**src/rtl/mux_serial_seq.sv**
```systemverilog
// mux_serial_seq: drives an 8:1 mux as a parallel-in/serial-out shifter.
// Accepts a word on valid/ready, holds it on mux_in, walks mux_sel through
// all positions and registers the sampled mux_out into a serial stream with
// backpressure and a last-bit marker.
// Optional build macro MUX_SERIAL_PARITY_EN appends an even-parity bit
// after bit 7 (ser_last then marks the parity bit).
module mux_serial_seq #(
    parameter int WIDTH     = 8,
    parameter int SEL_W     = 3,
    parameter bit MSB_FIRST = 1'b0
) (
    input  logic             clk,
    input  logic             rst_n,
    input  logic [WIDTH-1:0] din,
    input  logic             din_valid,
    output logic             din_ready,
    output logic [WIDTH-1:0] mux_in,
    output logic [SEL_W-1:0] mux_sel,
    input  logic             mux_out,
    output logic             ser_bit,
    output logic             ser_valid,
    output logic             ser_last,
    input  logic             ser_ready,
    output logic             busy
);

    typedef enum logic {IDLE = 1'b0, SHIFT = 1'b1} state_t;

    localparam logic [SEL_W-1:0] CNT_MAX = SEL_W'(WIDTH - 1);

    state_t           state, state_nxt;
    logic [SEL_W-1:0] cnt;
    logic             accept;
    logic             adv;
    logic             frame_end;
    logic             cnt_at_max;

    // Select order: ascending count or its mirror.
    function automatic logic [SEL_W-1:0] map_sel(input logic [SEL_W-1:0] c);
        return MSB_FIRST ? (CNT_MAX - c) : c;
    endfunction

    assign accept     = (state == IDLE) && din_valid;
    assign adv        = (state == SHIFT) && (!ser_valid || ser_ready);
    assign cnt_at_max = (cnt == CNT_MAX);

`ifdef MUX_SERIAL_PARITY_EN
    logic par_phase;  // set while the parity bit is the next one to emit
    logic par_acc;    // running XOR of the sampled data bits
    assign frame_end = adv && par_phase;
`else
    assign frame_end = adv && cnt_at_max;
`endif

    // State register.
    always_ff @(posedge clk or negedge rst_n) begin
        if (!rst_n) state <= IDLE;
        else        state <= state_nxt;
    end

    // Next-state logic: one accept opens a frame, the final advance closes it.
    always_comb begin
        state_nxt = state;
        case (state)
            IDLE:    if (accept)    state_nxt = SHIFT;
            SHIFT:   if (frame_end) state_nxt = IDLE;
            default: state_nxt = IDLE;
        endcase
    end

    // FSM-level outputs.
    always_comb begin
        din_ready = (state == IDLE);
        busy      = (state == SHIFT) || ser_valid;
    end

    // Datapath: word hold, bit counter/select, and the serial output register.
    always_ff @(posedge clk or negedge rst_n) begin
        if (!rst_n) begin
            mux_in    <= '0;
            mux_sel   <= '0;
            cnt       <= '0;
            ser_bit   <= 1'b0;
            ser_valid <= 1'b0;
            ser_last  <= 1'b0;
`ifdef MUX_SERIAL_PARITY_EN
            par_phase <= 1'b0;
            par_acc   <= 1'b0;
`endif
        end else begin
            if (accept) begin
                mux_in  <= din;
                cnt     <= '0;
                mux_sel <= map_sel('0);
`ifdef MUX_SERIAL_PARITY_EN
                par_phase <= 1'b0;
                par_acc   <= 1'b0;
`endif
            end
            if (adv) begin
                ser_valid <= 1'b1;
`ifdef MUX_SERIAL_PARITY_EN
                if (par_phase) begin
                    ser_bit   <= par_acc;
                    ser_last  <= 1'b1;
                    par_phase <= 1'b0;
                    cnt       <= '0;
                    mux_sel   <= map_sel('0);
                end else begin
                    ser_bit  <= mux_out;
                    ser_last <= 1'b0;
                    par_acc  <= par_acc ^ mux_out;
                    // On bit 7 the count and select stay put for the parity cycle.
                    if (cnt_at_max) begin
                        par_phase <= 1'b1;
                    end else begin
                        cnt     <= cnt + 1'b1;
                        mux_sel <= map_sel(cnt + 1'b1);
                    end
                end
`else
                ser_bit  <= mux_out;
                ser_last <= cnt_at_max;
                if (cnt_at_max) begin
                    cnt     <= '0;
                    mux_sel <= map_sel('0);
                end else begin
                    cnt     <= cnt + 1'b1;
                    mux_sel <= map_sel(cnt + 1'b1);
                end
`endif
            end else if (ser_valid && ser_ready) begin
                // Consumed with nothing new to load: output register empties.
                ser_valid <= 1'b0;
            end
        end
    end

endmodule

```
**config.mk**
```make
export PLATFORM = sky130hd
export DESIGN_NAME = mux_serial_seq
export DESIGN_NICKNAME = d
export VERILOG_FILES = /design/src/rtl/mux_serial_seq.sv
export SDC_FILE = /design/constraint.sdc
export NUM_CORES = 1
export LEC_CHECK = 0
export ABC_AREA = 1
export CORE_UTILIZATION = 39
export DETAILED_ROUTE_END_ITERATION = 8
export PLACE_DENSITY = 0.75
export SLEW_MARGIN = 0
export SYNTH_ARGS = -nofsm -noshare
export SYNTH_HDL_FRONTEND = slang
export SYNTH_SLANG_ARGS = --single-unit
```
**constraint.sdc**
```tcl
create_clock -name clk -period 1.32 [get_ports clk]
set_input_delay 0.132 -clock clk [delete_from_list [all_inputs] [get_ports clk]]
set_output_delay 0.132 -clock clk [all_outputs]
set_load 0.01 [all_outputs]
```
==> results.json <==
{
  "status": "finished, final reports clean",
  "globalplace.congestion": 0.6947,
  "rsz0062_at_grt": "no",
  "cp_max_fo": 4,
  "antenna_found_initial": 0,
  "avgRoutedWirePerCell_microns": 11.54,
  "cts_tree": "done",
  "drc_errors": 0,
  "final_common_cell": "nand2_1",
  "dr.pass1.iters": 4,
  "drive_above_1_share_pct": 13.21,
  "numCtsBuffers": 3,
  "antenna_cells": 0,
  "clock_power_share_pct": 14.2,
  "most-common-layout-cells": "nand2_1 (31), dfrtp_1 (15), nand3_1 (12), clkdlybuf4s50_1 (12), dlymetal6s2s_1 (10)",
  "r2r_cells": 6,
  "leakage_nw": 0.6358,
  "relSlewSlack_pct": 86.79,
  "p_int_mw": 1.186,
  "overflow": 0,
  "wirelength_microns": 1408,
  "synthToLayoutAreaGrowth_pct": 56.23,
  "postRouteAntennaNets": 0,
  "htreeDepth": 1,
  "period_needed_ns": 1.243,
  "timing.final.crit_share_pct": 94.20,
  "peakVddDrop_mv": 0.8626,
  "synth_seq_cells": 15,
  "cts.clk_slew.worst_paths_ns": 0.09,
  "skew_ns": 0.002145,
  "crit_path_end_kind": "primary output",
  "max_cap_viol_count": 0,
  "min_path_type": "in2async",
  "ys_warn_count": 0,
  "synth_fp_nets": 86,
  "io_pins": 29,
  "yosysSeqAreaShare_pct": 58.37,
  "tightest_slew_ns": 0.1974,
  "die_area_sq_um": 1816,
  "nets": 122,
  "port_buffers": 28,
  "start_util_pct": 42.20,
  "clkSinkCount": 15,
  "cts-hold-fix-buffers": 0,
  "cp_data_required_time_ns": 1.19,
  "setup-tns-final_ns": 0,
  "via_per_inst": 5.008,
  "cp-start-kind": "flip-flop",
  "cts_max_path_buffers": 2,
  "num_vias": 611,
  "fin_util_pct": 65.93,
  "comb_power_share_pct": 44.5,
  "hold_viol": 0,
  "die-height_microns": 42.61,
  "clk_latency_ns": 0.27,
  "p_sw_share_pct": 34.39,
  "clock-root-buffer": "clkbuf_4",
  "num_rows": 14,
  "power_mw": 1.808,
  "die_w_microns": 42.61,
  "netlist_area_sq_um": 643.1,
  "p_sw_uw": 621.8,
  "netlist_instances": 71,
  "slew_violations": 0,
  "critical_path_class": "reg2out",
  "avgSynthCellArea_sq_um": 9.058,
  "drt_iter0_drc": 11,
  "setup_viol": 0,
  "hpwl_microns": 1013,
  "synth_cell_types": 14,
  "core_area_sq_um": 1524,
  "grt_first_pass_wirelength_microns": 2352,
  "fmax_mhz": 804.2,
  "p_seq_share_pct": 41.3,
  "grt_pass1_vias": 574,
  "crit_arrival_ns": 1.11,
  "power_density_nw_per_um2": 1800,
  "track_usage_pct": 17.65,
  "grt_start_max_net_pins": 16
}
-- worst max-delay path: stages, from the launching register on --
cell and delay, ns:
dfrtp_1 0.38, buf_4 0.15, inv_2 0.05, dlygate4sd2_1 0.26
-- power by group through the flow --
| stage | Sequential (mW) | Combinational, mW | Clock, mW |
|---|---|---|---|
| after CTS | 0.751 | 0.848 | 0.265 |
| after floorplan | 0.852 | 0.266 | 0 |
| after global routing | 0.775 | 0.894 | 0.289 |
| after global placement | 0.763 | 0.824 | 0 |
| final | 0.747 | 0.805 | 0.257 |
| after detailed placement | 0.766 | 0.852 | 0 |
-- synth_stat cells --
| cell | count | area [sq um] |
|---|---|---|
| a21oi_2 | 1 | 8.760 |
| buf_2 | 1 | 5.000 |
| buf_4 | 1 | 7.510 |
| buf_6 | 1 | 11.26 |
| dfrtp_1 | 15 | 375.4 |
| ha_1 | 2 | 25.02 |
| inv_1 | 2 | 7.510 |
| inv_2 | 1 | 3.750 |
| nand2_1 | 31 | 116.4 |
| nand2_2 | 1 | 6.260 |
| nand3_1 | 12 | 60.06 |
| nor2_1 | 1 | 3.750 |
| or2_0 | 1 | 6.260 |
| or2_2 | 1 | 6.260 |
-- flip-flops by register name, indices dropped and copies added, names as in the netlist --
name	flops
ser_last	1
ser_valid	1
mux_in	8
mux_sel	3
ser_bit	1
state	1
-- cells by family after synthesis --
family | share of synthesized area [%]
flops | 58.37
fa+ha+maj | 3.890
simple gates | 30.94
compound gates | 1.362
buf+inv | 5.447
-- per-layer routing --
metal | vias to the layer above | GRT usage [%] | share of wire (%) | wire (microns)
met3 | 2 | 6.466 | 8.2 | 116
met5 | - | 0 | 0 | 0
met2 | 27 | 28.00 | 49 | 683
met4 | 0 | 9.375 | 0.57 | 8
li1 | 296 | - | - | -
met1 | 286 | 20.67 | 43 | 599
-- worst paths after layout --
check                            from          to  slack [ns]
setup reg to reg           mux_sel[0]  mux_sel[0]        0.10
max in group asynchronous       rst_n   mux_in[1]        0.99
setup / recovery                state   din_ready        0.08
hold reg to reg              ser_last    ser_last        0.47
hold / removal                  rst_n    ser_last        0.16
min in group clk               din[0]   mux_in[0]        0.41
-- repair_timing --
action,in CTS,in global routing
setup buffers,1,0
pin swaps,0,0
resized for setup,7,11
endpoints found under the setup margin,7,11
-- layout make-up --
cell class / instances / area, sq um
fillers: 138 / 519.2
flip-flops and latches: 15 / 375.4
repair buffers: 34 / 339.1
multi-input cells: 50 / 232.7
clock buffers: 4 / 26.28
well taps: 16 / 20.02
inverters: 3 / 11.26
-- through the flow --
step | worst slack [ns] | area, sq um | hold slack [ns] | cells
final | 0.07650 | 1005 | 0.1561 | 122
after global routing | 0.01140 | 1005 | 0.1584 | 122
after CTS | 0.001025 | 984.7 | 0.1593 | 122
after detailed placement | 0.06696 | 957.2 | 0.4600 | 117
after global placement | 0.08116 | 957.2 | 0.4557 | 117
after floorplan | 0.2197 | 643.1 | -0.1636 | 71
Note: power is estimated with default switching activity, not from simulation.
